===== config.mk =====
export PLATFORM = sky130hd
export DESIGN_NAME = difficulty_target_expander
export DESIGN_NICKNAME = d
export VERILOG_FILES = /design/src/rtl/difficulty_target_expander.sv
export SDC_FILE = /design/constraint.sdc
export NUM_CORES = 1
export LEC_CHECK = 0
export CAP_MARGIN = 20
export CORE_MARGIN = 2
export CORE_UTILIZATION = 45
export DETAILED_ROUTE_END_ITERATION = 10
export PLACE_DENSITY = 0.68
export SLEW_MARGIN = 20
export SYNTH_ARGS = -nofsm -noshare
export SYNTH_HDL_FRONTEND = slang
export SYNTH_SLANG_ARGS = --single-unit

===== constraint.sdc =====
create_clock -name clk -period 2.3 [get_ports clk]
set_input_delay 0.575 -clock clk [delete_from_list [all_inputs] [get_ports clk]]
set_output_delay 0.575 -clock clk [all_outputs]
set_load 0.01 [all_outputs]

===== src/rtl/difficulty_target_expander.sv =====
// Expands a compact nBits difficulty word into the 256-bit target, one byte shift per cycle.
// Optional macro DIFF_CACHE_EN re-presents the previous result when the same word is requested again.
module difficulty_target_expander #(
    parameter int MAX_SHIFT = 32
) (
    input  logic             clk,
    input  logic             rst,
    input  logic             start,
    input  logic [31:0]      difficulty,
    output logic             busy,
    output logic             done,
    output logic             target_valid,
    output logic [7:0][31:0] target,
    output logic             neg_err,
    output logic             ovf_err
);

    localparam int TGT_W = 256;
    localparam int CNT_W = $clog2(MAX_SHIFT + 1);

    typedef enum logic [1:0] {
        S_IDLE,
        S_SHIFT,
        S_DONE
    } state_e;

    state_e           state_q;
    logic [TGT_W-1:0] work_q;
    logic [CNT_W-1:0] cnt_q;
    logic             shl_q;
    logic             neg_q;
    logic             ovf_q;
    logic             busy_q;
    logic             done_q;
    logic             target_valid_q;
    logic [TGT_W-1:0] target_q;
    logic             neg_err_q;
    logic             ovf_err_q;

    // Decode of the incoming compact word, used only when a start is accepted.
    logic [8:0]       exp_ext_d;
    logic             shl_d;
    logic [8:0]       mag_d;
    logic [CNT_W-1:0] cnt_d;
    logic             neg_d;
    logic [TGT_W-1:0] work_shift_d;
    logic             ovf_d;
    logic             accept;
    logic             cache_hit;

    // NOTE: every signal driven here gets a value on every path, so no latch can be inferred.
    always_comb begin
        exp_ext_d = {1'b0, difficulty[31:24]};
        shl_d     = exp_ext_d > 9'd3;
        mag_d     = shl_d ? (exp_ext_d - 9'd3) : (9'd3 - exp_ext_d);
        cnt_d     = (mag_d > 9'(MAX_SHIFT)) ? CNT_W'(MAX_SHIFT) : mag_d[CNT_W-1:0];
        neg_d     = difficulty[23] && (difficulty[22:0] != 23'd0);

        work_shift_d = shl_q ? {work_q[TGT_W-9:0], 8'h00} : {8'h00, work_q[TGT_W-1:8]};
        ovf_d        = ovf_q || (shl_q && (work_q[TGT_W-1:TGT_W-8] != 8'h00));
    end

    assign accept = (state_q == S_IDLE) && start;

`ifdef DIFF_CACHE_EN
    logic [31:0] cache_diff_q;
    logic        cache_vld_q;

    assign cache_hit = cache_vld_q && target_valid_q && (difficulty == cache_diff_q);

    // The cache entry becomes valid only once the job that wrote it has completed.
    always_ff @(posedge clk) begin
        if (rst) begin
            cache_diff_q <= 32'd0;
            cache_vld_q  <= 1'b0;
        end else if (accept) begin
            cache_diff_q <= difficulty;
            cache_vld_q  <= 1'b0;
        end else if (state_q == S_DONE) begin
            cache_vld_q  <= 1'b1;
        end
    end
`else
    assign cache_hit = 1'b0;
`endif

    // NOTE: sequential state is updated with non-blocking assignments only.
    always_ff @(posedge clk) begin
        if (rst) begin
            state_q        <= S_IDLE;
            work_q         <= '0;
            cnt_q          <= '0;
            shl_q          <= 1'b0;
            neg_q          <= 1'b0;
            ovf_q          <= 1'b0;
            busy_q         <= 1'b0;
            done_q         <= 1'b0;
            target_valid_q <= 1'b0;
            target_q       <= '0;
            neg_err_q      <= 1'b0;
            ovf_err_q      <= 1'b0;
        end else begin
            done_q <= 1'b0;
            case (state_q)
                S_IDLE: begin
                    if (start) begin
                        busy_q         <= 1'b1;
                        target_valid_q <= 1'b0;
                        neg_err_q      <= 1'b0;
                        ovf_err_q      <= 1'b0;
                        if (cache_hit) begin
                            // Reloading the held result makes DONE reproduce it exactly.
                            work_q  <= target_q;
                            neg_q   <= neg_err_q;
                            ovf_q   <= ovf_err_q;
                            cnt_q   <= '0;
                            state_q <= S_DONE;
                        end else begin
                            work_q  <= {{(TGT_W-23){1'b0}}, difficulty[22:0]};
                            neg_q   <= neg_d;
                            ovf_q   <= 1'b0;
                            shl_q   <= shl_d;
                            cnt_q   <= cnt_d;
                            state_q <= (cnt_d != '0) ? S_SHIFT : S_DONE;
                        end
                    end
                end
                S_SHIFT: begin
                    work_q <= work_shift_d;
                    ovf_q  <= ovf_d;
                    cnt_q  <= cnt_q - 1'b1;
                    if (cnt_q == CNT_W'(1)) begin
                        state_q <= S_DONE;
                    end
                end
                S_DONE: begin
                    target_q       <= (neg_q || ovf_q) ? '0 : work_q;
                    neg_err_q      <= neg_q;
                    ovf_err_q      <= ovf_q;
                    done_q         <= 1'b1;
                    target_valid_q <= 1'b1;
                    busy_q         <= 1'b0;
                    state_q        <= S_IDLE;
                end
                default: begin
                    state_q <= S_IDLE;
                    busy_q  <= 1'b0;
                end
            endcase
        end
    end

    assign busy         = busy_q;
    assign done         = done_q;
    assign target_valid = target_valid_q;
    assign target       = target_q;
    assign neg_err      = neg_err_q;
    assign ovf_err      = ovf_err_q;

endmodule

# Word-level counts from Yosys, hierarchy flattened
# Index checks and enable logic that the tools add are counted.
# word_totals
ff_bits	528
in_bits	35
output_inout_bits	261
wordCells	58
# op_classes
add_sub_neg	3
n_lt_le_gt_ge	2
n_eq_ne	5
mux	20
bitwise	1
reduce_logical	15
# op_table
cell	count
2-to-1 mux 256 bit	3
case mux 256 bit (2 select lines)	1
nonzero test 23 bit	1
2-to-1 mux 6 bit	2
case mux 6 bit (2 select lines)	1
case mux 1 bit (2 select lines)	5
AND reduction 2 bit	5
> comparator 9 x 6 -> 1 bit (second input constant)	1
2-to-1 mux 9 bit	1
subtractor 2 x 8 -> 9 bit (first input constant)	1
subtractor 8 x 2 -> 9 bit (second input constant)	1
> comparator 8 x 2 -> 1 bit (second input constant)	1
nonzero test 8 bit	1
equality test 6 x 1 -> 1 bit (second input constant)	1
2-to-1 mux 2 bit	3
nonzero test 6 bit	1
subtractor 6 x 1 -> 6 bit (second input constant)	1
inequality test 2 bit (second input constant)	2
case mux 2 bit (2 select lines)	1
nonzero test 2 bit	2
2-to-1 mux 1 bit	3
equality test 2 x 1 -> 1 bit (second input constant)	1
equality test 2 bit (second input constant)	1
logical AND 1 bit	2
other kinds (3)	4

# Longest topological paths before layout
# logic_depth
ltp_word	8
ltp_mapped	9
ltp_nobuf	8

# Worst setup path before layout
# OpenSTA, ideal clock, no wires.
# synth_path
path_type	in2reg
from	input port difficulty[26]
to	register cnt_q[3]
setup_time_ns	0.103
arrival_time_ns	2.225
required_time_ns	2.197
setup_slack_ns	-0.028
path_stages	9
path_buffers	1
cell_sequence	inv_1 -> ha_1 -> nor2b_1 -> and3_1 -> buf_6 -> or2_4 -> a211oi_4 -> a31oi_1 -> a2111oi_2
# synth_via
elab_chain_cells	6
word_cells_on_any_way	8
classes_between	add/sub (2); order compare (2); mux (4)
# synth_lines
item	line_no	text
start: declaration	9	input logic [31:0] difficulty,
subtractor 2 x 8 -> 9 bit (tied with other cells)	55	mag_d = shl_d ? (exp_ext_d - 9'd3) : (9'd3 - exp_ext_d);
2-to-1 mux 9 bit *	55	
> comparator 9 x 6 -> 1 bit	56	cnt_d = (mag_d > 9'(MAX_SHIFT)) ? CNT_W'(MAX_SHIFT) : mag_d[CNT_W-1:0];
2-to-1 mux 6 bit *	56	
2-to-1 mux 6 bit *	106	if (start) begin
case mux 6 bit (2 select lines) *	104	case (state_q)
end signal: assignment	123	cnt_q <= cnt_d;
end signal: assignment	131	cnt_q <= cnt_q - 1'b1;
end: declaration	29	logic [CNT_W-1:0] cnt_q;
# Mark *: on every way between the ends. The rest lies on a longest branch, timed or not. The select of a mux whose other input is x is not followed.
# A chain may end at the register's enable or synchronous reset.

# Final worst setup path
# layout_path
from	register target_q[0] (netlist: target[0])
to	output port target[0] (netlist name)
# layout_rtl
item	line_no	text
start: declaration	36	logic [TGT_W-1:0] target_q;
start signal: assignment	137	target_q <= (neg_q || ovf_q) ? '0 : work_q;
end: declaration	13	output logic [7:0][31:0] target,
# No word-level cell between the ends.

==> results_tabular.tex <==
\begin{tabular}{lr}
\hline
Metric & Value \\
\hline
\multicolumn{2}{l}{\textbf{Outcome}} \\
Result of the run & complete, no violations \\
\multicolumn{2}{l}{\textbf{Synth}} \\
Number of nets in the synthesized netlist & 2447 \\
Largest area contributor in the netlist & dfxtp\_1 \\
Register bit count reported by yosys & 528 \\
Cells after Synth & between 2000 and 2500 \\
Top cells by area, synth & dfxtp\_1 (51\%), nor2\_1 (14\%), mux2i\_1 (12\%) \\
Unique cell type count in the Yosys netlist & 45 \\
Fraction of post-synthesis cell area in the top cell type by area & 0.506 \\
Sequential cell area fraction in the yosys report & 0.506 \\
Synthesized area per cell & 8.68 µm² \\
Count of yosys warnings during synthesis & 0 \\
Synth Cell Area & 20900 µm² \\
\multicolumn{2}{l}{\textbf{Routing}} \\
Wirelength per Cell & 19.3 µm \\
Final routed DRC violation total & 0 \\
Antenna Violating Nets Remaining & 0 \\
Length of the first detailed-routing pass in iterations & 8 \\
DRC marker count from the first detailed-route iteration & 1707 \\
Via count of the routed design & 18600 \\
Mean number of vias per cell & 5.67 \\
Wire length reported by the detailed router & 63300 µm \\
\multicolumn{2}{l}{\textbf{Setup path}} \\
Cell Chain, Critical Path & clkdlybuf4s50\_1 \\
Crit-path max cell delay & 0.71 ns \\
R2R depth & 5 \\
Required @ worst endpoint & between 1.5 and 2 ns \\
WP data arrival & 1.64 ns \\
Kind of start point of the critical path & flop \\
Crit end category & output port \\
Cell class contributing the biggest share of worst-path delay & buffers and inverters \\
Max stage delay cell, worst path & clkdlybuf4s50\_1 \\
Buffers \& Inverters on Critical Path & 1 \\
Register-to-register path setup slack & about 0.32 ns \\
Max Fanout on Critical Path & 2 \\
Type of the worst setup path & reg -> out \\
Worst R2R Start & state\_q[1] \\
Reg-to-reg critical path endpoint & target[211] \\
\multicolumn{2}{l}{\textbf{Global route}} \\
Global-route congestion overflow total & 0 \\
Vias in the first global route & 17400 \\
GR Util All Layers & 0.255 \\
Largest net degree at the start of global routing & 107 \\
First-pass GRT wire length & 98000 µm \\
Antenna violations before repair & 1 \\
\multicolumn{2}{l}{\textbf{Min path}} \\
Hold path depth & 2 \\
End point of the worst hold path & target[118] \\
Worst min-delay path startpoint & rst \\
Worst min path class & in -> reg \\
\multicolumn{2}{l}{\textbf{STA}} \\
Pins over their slew limit & 0 \\
Transition time at the pin with the least slew margin & 0.610 ns \\
Final Hold Vio Count & 0 \\
Setup violators final & 0 \\
Unrepaired setup endpoints after global routing & no \\
Post-route clock skew & 0.0291 ns \\
Post-route worst setup slack & 0.0859 ns \\
Timing-limited maximum frequency & 0.452 GHz \\
Final cycle utilization of the critical path & 0.963 \\
Final total negative setup slack & 0 ns \\
Worst slack on hold paths & 0.292 ns \\
Headroom to the max-slew limit & 0.593 \\
Final period demand of the worst path & 2.21 ns \\
\multicolumn{2}{l}{\textbf{Place}} \\
HPWL Detailed & 41600 µm \\
Minimum setup slack after placement & -0.621 ns \\
RePlAce Congestion & 0.934 \\
Post-Place Cell Area & 24900 µm² \\
\# port buffers & between 200 and 300 \\
\multicolumn{2}{l}{\textbf{Clocking}} \\
Clock tree from TritonCTS & built \\
\# hold bufs at CTS & 0 \\
Clock root buffer master & clkbuf\_16 \\
Clock transition at path regs & 0.06 ns \\
Clk\_lat worst skew & $\sim$0.61 ns \\
Number of buffers created by CTS & 55 \\
Maximum buffer depth of the clock tree & 3 \\
Count of H-tree levels built during CTS & 2 \\
Clock Sinks & $\sim$530 \\
\multicolumn{2}{l}{\textbf{Layout}} \\
Most common cell after layout, fill and taps aside & nor2\_1 \\
Total number of nets in the final design & 2680 \\
Final core area utilization & 0.589 \\
Commonest cells after routing, fill and taps aside & nor2\_1 (766), dfxtp\_1 (527), clkdlybuf4s50\_1 (292), a22oi\_1 (265), a21oi\_1 (256) \\
Area of the multi-input gates & 9540 µm² \\
Area taken by flip-flops and latches & about 11000 µm² \\
Fraction of layout cells with a size suffix above 1 & 0.0757 \\
Finished layout cell area & 26800 µm² \\
Layout area overhead & 28.6\% \\
Number of inserted filler cells in the final layout & between 3000 and 4000 \\
\multicolumn{2}{l}{\textbf{Run}} \\
Max-Cap Viols & 0 \\
\multicolumn{2}{l}{\textbf{Die}} \\
Die height & 219 µm \\
Overall die width & approximately 220 µm \\
Area of the placeable core & 45600 µm² \\
Total die area & 48100 µm² \\
Number of placement rows & 78 \\
Initial Utilization & 0.458 \\
I/O pin cnt & 296 \\
\multicolumn{2}{l}{\textbf{Pwr}} \\
Peak ir drop on the vdd network & 0.509 mV \\
Leak & 9.57 nW \\
Total power divided by cell area & 792 nW/µm² \\
\hline
\end{tabular}
final cells by class:
class | count | area share
inverters | 8 | 0.00112
multi-input cells | 1661 | 0.355
repair buffers | 385 | 0.151
diodes | 1 | 0.0000932
well taps | 600 | 0.0280
clock inverters | 18 | 0.00881
flip-flops and latches | 528 | 0.394
clock buffers | 81 | 0.0617
through the flow:
stage	total power, W	cells
after detailed placement	0.0122	3181
after floorplan	0.0113	2406
after global routing	0.0220	3281
after CTS	0.0214	3280
final	0.0213	3282
after global placement	0.0122	3181
Yosys cell counts (all sizes together):
cell type  instances
a21o               1
a32oi              1
or3                1
a221oi             1
nor3b              9
or2                2
nor4               7
a21boi             1
nor2             767
and2               2
o22a               1
mux2i            240
dfxtp            528
nor2b              2
nand4              5
xor2               1
a21oi            256
a31oi              3
o211a              1
o22ai              1
nand2             11
a2111oi            1
inv                8
nand3              4
a41oi              1
and3               2
a22oi            265
nor3              19
o211ai             1
ha                 6
mux2               1
o21ai              9
o21bai             1
clkbuf           184
nand2b             5
a211oi            30
a22o               1
buf               25
xnor2              2
flip-flops by register name, indices dropped and copies added, names as in the netlist:
name and count:
ovf_q 1, shl_q 1, done 1, busy 1, cnt_q 6, target 256, work_q 256, neg_err 1
state_q 2, neg_q 1, ovf_err 1, target_valid 1
power by group:
group | switching, W | internal, W
Sequential | 0.000167 | 0.00926
Combinational | 0.00170 | 0.000942
Clock | 0.00367 | 0.00552
Total | 0.00554 | 0.0157
worst max path at each step:
stage | start | to | cells past startpoint
after global placement | difficulty[26] | cnt_q[3] | 9
after detailed placement | difficulty[27] | cnt_q[3] | 9
after global routing | difficulty[28] | cnt_q[1] | 10
after CTS | difficulty[27] | cnt_q[3] | 9
final | target[0] | target[0] | 1
after floorplan | difficulty[26] | cnt_q[3] | 9
metal layers:
metal / GRT usage / vias up / wire [µm]
met4: 0.0914 / 0 / 1900
met1: 0.349 / 9043 / 27900
met3: 0.0419 / 122 / 4040
met5: 0 / - / 0
li1: - / 8797 / -
met2: 0.405 / 640 / 29500
timing repair:
action / CTS / global route
setup endpoints to repair: 1 / 8
buffers inserted: 0 / 1
pin swaps: 0 / 5
gates resized for setup: 0 / 16
endpoints found under the hold margin: 0 / 0
cell families (layout without fill, tap and decap cells):
| family | Yosys count | in the layout | synth area share |
|---|---|---|---|
| buffers and inverters | 217 | 492 | 0.0403 |
| other | 0 | 1 | 0 |
| and+or+nand+nor | 836 | 836 | 0.157 |
| muxes | 241 | 241 | 0.116 |
| adders and majority gates | 6 | 6 | 0.00360 |
| AOI/OAI and AO/OA | 575 | 575 | 0.176 |
| DFF | 528 | 528 | 0.506 |
| xor gates and xnor gates | 3 | 3 | 0.00126 |
Power figures use the tool's default switching activity.
